File: config.mk
export PLATFORM = sky130hd
export DESIGN_NAME = mips_multicycle_ctrl_flat
export DESIGN_NICKNAME = d
export VERILOG_FILES = /design/src/rtl/mips_multicycle_ctrl_pkg.sv /design/src/rtl/mips_multicycle_ctrl_if.sv /design/src/rtl/mips_multicycle_ctrl_outdec.sv /design/src/rtl/mips_multicycle_ctrl.sv /design/src/flat_wrapper.sv
export SDC_FILE = /design/constraint.sdc
export NUM_CORES = 1
export LEC_CHECK = 0
export ABC_AREA = 1
export BUFFER_PORTS_ARGS = -buffer_cell sky130_fd_sc_hd__buf_2
export CAP_MARGIN = 20
export CORE_ASPECT_RATIO = 0.7
export CORE_MARGIN = 1.5
export CORE_UTILIZATION = 28
export CTS_CLUSTER_DIAMETER = 80
export DETAILED_ROUTE_END_ITERATION = 8
export PLACE_DENSITY = 0.58
export SYNTH_ARGS = -nofsm -noshare
export SYNTH_HDL_FRONTEND = slang
export SYNTH_SLANG_ARGS = --single-unit
export TNS_END_PERCENT = 10
File: constraint.sdc
create_clock -name clk -period 1.7 [get_ports clk]
set_input_delay 0 -clock clk [delete_from_list [all_inputs] [get_ports clk]]
set_output_delay 0 -clock clk [all_outputs]
set_load 0.1 [all_outputs]
File: src/rtl/mips_multicycle_ctrl_pkg.sv
// Shared types for the multicycle MIPS main control FSM.
// States, opcodes, ALU op codes and the control vector bundle.
package mips_mc_pkg;

  typedef enum logic [3:0] {
    S_FETCH   = 4'd0,
    S_DECODE  = 4'd1,
    S_MEMADR  = 4'd2,
    S_MEMRD   = 4'd3,
    S_MEMWB   = 4'd4,
    S_MEMWR   = 4'd5,
    S_EXEC    = 4'd6,
    S_ALUWB   = 4'd7,
    S_ADDIEX  = 4'd8,
    S_ORIEX   = 4'd9,
    S_IMMWB   = 4'd10,
    S_BEQ     = 4'd11,
    S_BNE     = 4'd12,
    S_JUMP    = 4'd13,
    S_ILLEGAL = 4'd14
  } state_t;

  localparam logic [5:0] OP_RTYPE = 6'b000000;
  localparam logic [5:0] OP_LW    = 6'b100011;
  localparam logic [5:0] OP_SW    = 6'b101011;
  localparam logic [5:0] OP_BEQ   = 6'b000100;
  localparam logic [5:0] OP_BNE   = 6'b000101;
  localparam logic [5:0] OP_ADDI  = 6'b001000;
  localparam logic [5:0] OP_ORI   = 6'b001101;
  localparam logic [5:0] OP_J     = 6'b000010;

  localparam logic [1:0] ALU_ADD   = 2'b00;
  localparam logic [1:0] ALU_SUB   = 2'b01;
  localparam logic [1:0] ALU_FUNCT = 2'b10;
  localparam logic [1:0] ALU_OR    = 2'b11;

  typedef struct packed {
    logic       mem_req;
    logic       iord;
    logic       memwrite;
    logic       irwrite;
    logic       pcwrite;
    logic [1:0] pcsrc;
    logic       alusrca;
    logic [1:0] alusrcb;
    logic [1:0] aluop;
    logic       zeroextend;
    logic       branch;
    logic       branchne;
    logic       regdst;
    logic       memtoreg;
    logic       regwrite;
    logic       illegal_op;
  } ctrl_t;

  function automatic state_t decode_op(input logic [5:0] op);
    state_t s;
    case (op)
      OP_LW, OP_SW: s = S_MEMADR;
      OP_RTYPE:     s = S_EXEC;
      OP_BEQ:       s = S_BEQ;
      OP_BNE:       s = S_BNE;
      OP_ADDI:      s = S_ADDIEX;
      OP_ORI:       s = S_ORIEX;
      OP_J:         s = S_JUMP;
      default:      s = S_ILLEGAL;
    endcase
    return s;
  endfunction

endpackage

File: src/rtl/mips_multicycle_ctrl_if.sv
// Shared instruction/data memory port handshake.
// The controller is master; the memory answers with mem_ready.
interface mips_multicycle_ctrl_if;
  logic mem_req;
  logic mem_ready;
  logic iord;
  logic memwrite;

  modport master (
    output mem_req,
    output iord,
    output memwrite,
    input  mem_ready
  );

  modport slave (
    input  mem_req,
    input  iord,
    input  memwrite,
    output mem_ready
  );
endinterface

File: src/rtl/mips_multicycle_ctrl_outdec.sv
// Pure state -> control vector decode for the multicycle FSM.
// Unknown encodings decode to an all-zero vector.
module mc_outdec
  import mips_mc_pkg::*;
(
  input  state_t state,
  output ctrl_t  ctrl
);

  // Moore decode of every datapath enable and select
  always_comb begin
    ctrl = '0;
    case (state)
      S_FETCH: begin
        ctrl.mem_req = 1'b1;
        ctrl.alusrcb = 2'b01;
        ctrl.irwrite = 1'b1;
        ctrl.pcwrite = 1'b1;
      end
      S_DECODE: ctrl.alusrcb = 2'b11;
      S_MEMADR: begin
        ctrl.alusrca = 1'b1;
        ctrl.alusrcb = 2'b10;
      end
      S_MEMRD: begin
        ctrl.mem_req = 1'b1;
        ctrl.iord    = 1'b1;
      end
      S_MEMWB: begin
        ctrl.memtoreg = 1'b1;
        ctrl.regwrite = 1'b1;
      end
      S_MEMWR: begin
        ctrl.mem_req  = 1'b1;
        ctrl.iord     = 1'b1;
        ctrl.memwrite = 1'b1;
      end
      S_EXEC: begin
        ctrl.alusrca = 1'b1;
        ctrl.aluop   = ALU_FUNCT;
      end
      S_ALUWB: begin
        ctrl.regdst   = 1'b1;
        ctrl.regwrite = 1'b1;
      end
      S_ADDIEX: begin
        ctrl.alusrca = 1'b1;
        ctrl.alusrcb = 2'b10;
        ctrl.aluop   = ALU_ADD;
      end
      S_ORIEX: begin
        ctrl.alusrca    = 1'b1;
        ctrl.alusrcb    = 2'b10;
        ctrl.aluop      = ALU_OR;
        ctrl.zeroextend = 1'b1;
      end
      S_IMMWB: ctrl.regwrite = 1'b1;
      S_BEQ: begin
        ctrl.alusrca = 1'b1;
        ctrl.aluop   = ALU_SUB;
        ctrl.pcsrc   = 2'b01;
        ctrl.branch  = 1'b1;
      end
      S_BNE: begin
        ctrl.alusrca  = 1'b1;
        ctrl.aluop    = ALU_SUB;
        ctrl.pcsrc    = 2'b01;
        ctrl.branchne = 1'b1;
      end
      S_JUMP: begin
        ctrl.pcsrc   = 2'b10;
        ctrl.pcwrite = 1'b1;
      end
      S_ILLEGAL: ctrl.illegal_op = 1'b1;
      default: ctrl = '0;
    endcase
  end

endmodule

File: src/rtl/mips_multicycle_ctrl.sv
// Main control FSM of the multicycle MIPS datapath.
// Holds state, next-state logic, reset gating and pcen.
module mips_multicycle_ctrl
  import mips_mc_pkg::*;
#(
  parameter state_t RESET_STATE = S_FETCH
) (
  input  logic                   clk,
  input  logic                   reset_n,
  input  logic [5:0]             op,
  input  logic                   zero,
  mips_multicycle_ctrl_if.master mem,
  output logic                   irwrite,
  output logic                   pcwrite,
  output logic                   pcen,
  output logic [1:0]             pcsrc,
  output logic                   alusrca,
  output logic [1:0]             alusrcb,
  output logic [1:0]             aluop,
  output logic                   zeroextend,
  output logic                   branch,
  output logic                   branchne,
  output logic                   regdst,
  output logic                   memtoreg,
  output logic                   regwrite,
  output logic                   illegal_op,
  output logic [3:0]             state_dbg
);

  state_t state_q, state_d;
  logic   is_lw_q, is_lw_d;
  ctrl_t  dec;
  ctrl_t  gated;

  mc_outdec u_outdec (
    .state (state_q),
    .ctrl  (dec)
  );

  // Next state; the LW/SW choice is latched in decode so op is
  // never looked at again for the rest of the instruction
  always_comb begin
    state_d = state_q;
    is_lw_d = is_lw_q;
    case (state_q)
      S_FETCH:
        if (mem.mem_ready) state_d = S_DECODE;
      S_DECODE: begin
        state_d = decode_op(op);
        is_lw_d = (op == OP_LW);
      end
      S_MEMADR: state_d = is_lw_q ? S_MEMRD : S_MEMWR;
      S_MEMRD:
        if (mem.mem_ready) state_d = S_MEMWB;
      S_MEMWR:
        if (mem.mem_ready) state_d = S_FETCH;
      S_EXEC:   state_d = S_ALUWB;
      S_ADDIEX: state_d = S_IMMWB;
      S_ORIEX:  state_d = S_IMMWB;
      default:  state_d = S_FETCH;
    endcase
  end

  // State register with synchronous active-low reset
  always_ff @(posedge clk) begin
    if (!reset_n) begin
      state_q <= RESET_STATE;
      is_lw_q <= 1'b0;
    end else begin
      state_q <= state_d;
      is_lw_q <= is_lw_d;
    end
  end

  // Fetch strobes wait for memory; reset forces everything low
  always_comb begin
    gated = dec;
    if (state_q == S_FETCH && !mem.mem_ready) begin
      gated.irwrite = 1'b0;
      gated.pcwrite = 1'b0;
    end
    if (!reset_n) gated = '0;
  end

  assign mem.mem_req  = gated.mem_req;
  assign mem.iord     = gated.iord;
  assign mem.memwrite = gated.memwrite;
  assign irwrite      = gated.irwrite;
  assign pcwrite      = gated.pcwrite;
  assign pcsrc        = gated.pcsrc;
  assign alusrca      = gated.alusrca;
  assign alusrcb      = gated.alusrcb;
  assign aluop        = gated.aluop;
  assign zeroextend   = gated.zeroextend;
  assign branch       = gated.branch;
  assign branchne     = gated.branchne;
  assign regdst       = gated.regdst;
  assign memtoreg     = gated.memtoreg;
  assign regwrite     = gated.regwrite;
  assign illegal_op   = gated.illegal_op;
  assign state_dbg    = state_q;

  assign pcen = gated.pcwrite
              | (gated.branch & zero)
              | (gated.branchne & ~zero);

endmodule

File: src/flat_wrapper.sv
// flat-port wrapper written by rule: the top's interface ports become plain ports
module mips_multicycle_ctrl_flat import mips_mc_pkg::*;
#(
  parameter state_t RESET_STATE = S_FETCH
)
  (clk, reset_n, op, zero, irwrite, pcwrite, pcen, pcsrc, alusrca, alusrcb, aluop, zeroextend, branch, branchne, regdst, memtoreg, regwrite, illegal_op, state_dbg, mem_mem_req, mem_iord, mem_memwrite, mem_mem_ready);
  mips_multicycle_ctrl_if mem_i ();
  input  logic clk;
  input  logic reset_n;
  input  logic [5:0] op;
  input  logic zero;
  output logic irwrite;
  output logic pcwrite;
  output logic pcen;
  output logic [1:0] pcsrc;
  output logic alusrca;
  output logic [1:0] alusrcb;
  output logic [1:0] aluop;
  output logic zeroextend;
  output logic branch;
  output logic branchne;
  output logic regdst;
  output logic memtoreg;
  output logic regwrite;
  output logic illegal_op;
  output logic [3:0] state_dbg;
  output wire logic [$bits(mem_i.mem_req)-1:0] mem_mem_req;
  output wire logic [$bits(mem_i.iord)-1:0] mem_iord;
  output wire logic [$bits(mem_i.memwrite)-1:0] mem_memwrite;
  input wire logic [$bits(mem_i.mem_ready)-1:0] mem_mem_ready;
  assign mem_mem_req = mem_i.mem_req;
  assign mem_iord = mem_i.iord;
  assign mem_memwrite = mem_i.memwrite;
  assign mem_i.mem_ready = mem_mem_ready;
  mips_multicycle_ctrl #(.RESET_STATE(RESET_STATE)) u_core (.clk(clk), .reset_n(reset_n), .op(op), .zero(zero), .mem(mem_i), .irwrite(irwrite), .pcwrite(pcwrite), .pcen(pcen), .pcsrc(pcsrc), .alusrca(alusrca), .alusrcb(alusrcb), .aluop(aluop), .zeroextend(zeroextend), .branch(branch), .branchne(branchne), .regdst(regdst), .memtoreg(memtoreg), .regwrite(regwrite), .illegal_op(illegal_op), .state_dbg(state_dbg));
endmodule
==> impl_metrics.json <==
{
  "post-route-period-util_pct": 94.7,
  "gp_congestion": 0.871,
  "grt_util_all_layers_pct": 16.4,
  "fin_nets": 181,
  "boundaryPins": 34,
  "grtUsageMet2_pct": 21.5,
  "grt_pass1_vias": 769,
  "synth.distinct_cells": 23,
  "dp_worst_setup_slack_ps": 199,
  "drt-initial-drc-count": 22,
  "critPathLaunchType": "flip-flop",
  "cts.path.max_buffers": 2,
  "die_w_um": 63.2,
  "avgRoutedWirePerCell_um": 10.7,
  "n_antenna_cell": 0,
  "crit_path_end_kind": "output pin",
  "max_freq_mhz": 621,
  "antenna_left": 0,
  "crit_arrival_ps": 1610,
  "synth_mux_area_share_pct": 0,
  "cts_setup_buffers": 0,
  "clock-sinks": 5,
  "dieArea_mm2": 0.00285,
  "numCtsBuffers": 3,
  "synthSimpleGateAreaFrac_pct": 52.9,
  "r2r_end": "u_core.state_dbg[0]",
  "clkLatencyLatePin_ps": 250,
  "crit_fanout": 4,
  "yosysSeqAreaShare_pct": 14.1,
  "yosysWarnings": 0,
  "setup_viol": 0,
  "path_clk_slew_ps": 40,
  "antenna_found_initial": 0,
  "grt_max_degree": 10,
  "routed_via_density": 4.66,
  "period_minus_slack_ps": 1610,
  "synth_area_um2": 709,
  "slew_violations": 0,
  "start_util_pct": 29.1,
  "met3_usage_pct": 5.24,
  "slew_headroom_pct": 65.3,
  "rows": 15,
  "vias": 950,
  "syn2layout_area_growth_pct": 62.4,
  "synth_top_family_by_area": "simple AND/OR/NAND/NOR gates",
  "syn_inst": 132,
  "cap_violations": 0,
  "rsz0062_at_grt": "false",
  "core-area_mm2": 0.00244,
  "busiest_layer": "met1",
  "root_buffer": "clkbuf_4",
  "synth_adder_area_share_pct": 0,
  "min_from": "reset_n",
  "hold_viol_final": 0,
  "utilization_pct": 47.2,
  "io_buffers": 33,
  "outcome": "complete, no violations",
  "dp_hpwl_um": 1820,
  "drc": 0,
  "layout_common_cells": "nand2_1, buf_2, inv_1",
  "tightest_slew_ps": 520,
  "grt_pass1_wl_um": 3510,
  "syn-num-nets": 142,
  "drtPass1Iterations": 4,
  "reg2reg_from": "u_core.state_dbg[1]",
  "worstSetupPathType": "flip-flop to output pin",
  "hold_depth": 3,
  "synth_xor_area_share_pct": 0,
  "wirelength_um": 2180,
  "cts_tree": "yes",
  "rrSetupSlack_ps": 360,
  "fp.dieH_um": 45.1,
  "hold_path_class": "primary input to flip-flop",
  "synth_compound_area_share_pct": 18.2,
  "grtUsageMet1_pct": 24.7,
  "synth.avg_cell_area_um2": 5.37,
  "skew_ps": 0.163,
  "synth-seq-cells": 5,
  "htree_num_levels": 1,
  "worst_slack_ps": 89.7,
  "drive_above_1_share_pct": 48.8,
  "critPathRequiredTime_ps": 1700,
  "worstRegToRegCells": 9,
  "grt_overflow": 0,
  "min_to": "u_core.state_dbg[3]"
}
layer usage:
metal	wire [um]	vias to the layer above
met5	0	-
met4	20	0
met3	133	5
met2	842	28
met1	1180	420
li1	-	497
per-stage QoR:
step	instances	cell area (um2)	TNS (ps)	hold WS (ps)
finish	204	1150	0	52.9
CTS	204	1140	0	46.2
detailed placement	200	1110	0	308
floorplan	132	845	-2480	97.0
global route	204	1150	0	65.3
global placement	200	1110	0	301
synthesized netlist by cell type:
master / number / area (um2)
a31oi_1: 1 / 6.26
nor2_1: 23 / 86.3
clkinv_1: 1 / 3.75
o311ai_1: 1 / 8.76
nor3_1: 4 / 20.0
dfxtp_1: 5 / 100
o211ai_1: 2 / 15.0
nand2_4: 1 / 11.3
a211oi_1: 1 / 7.51
a21oi_2: 1 / 8.76
o22ai_1: 4 / 25.0
inv_2: 5 / 18.8
nor2_4: 5 / 56.3
nand2_2: 4 / 25.0
a21boi_0: 1 / 7.51
inv_1: 21 / 78.8
nand3_1: 9 / 45.0
clkbuf_1: 1 / 3.75
nor2_2: 2 / 12.5
nand2_1: 29 / 109
o21ai_0: 3 / 15.0
a21oi_1: 7 / 35.0
nor3_2: 1 / 10.0
sequential cells by signal (all words and copies together) (netlist names):
| signal | cells |
|---|---|
| u_core.state_dbg | 4 |
| u_core.is_lw_q | 1 |
layout make-up:
type                    count  area (um2)
clock buffers               4        26.3
fillers                   259        1290
inverters                  27         110
multi-input cells          99         628
flip-flops and latches      5         115
well taps                  34        42.5
repair buffers             35         230
kinds of logic after synthesis:
logic type      count (synthesis)
flops                           5
buf+inv                        28
compound gates                 21
simple gates                   78
critical path, stage by stage (launching register included):
cell      delay [ps]
dfxtp_4          350
inv_4             90
nor2_4            50
inv_1            140
a21oi_1          120
a211oi_4         150
buf_2            450
worst max-delay path by stage:
stage                        start  endpoint  slack (ps)  cells after the start
6_report       u_core.state_dbg[0]  regwrite          90                      6
5_1_grt        u_core.state_dbg[3]  aluop[1]           9                      5
4_1_cts        u_core.state_dbg[3]      pcen          40                      8
3_5_place_dp   u_core.state_dbg[1]      pcen         200                      8
3_3_place_gp   u_core.state_dbg[1]      pcen         240                      8
2_1_floorplan  u_core.state_dbg[3]      pcen        -520                      6
what timing repair did:
action                                  4_1_cts  5_1_grt
cloned                                        0        0
resized for setup                             1        4
hold buffers                                  0        0
endpoints found under the setup margin        2        4
Power is not shown: default switching activity piles up to over one toggle a cycle in this logic, so the estimate is an artifact.
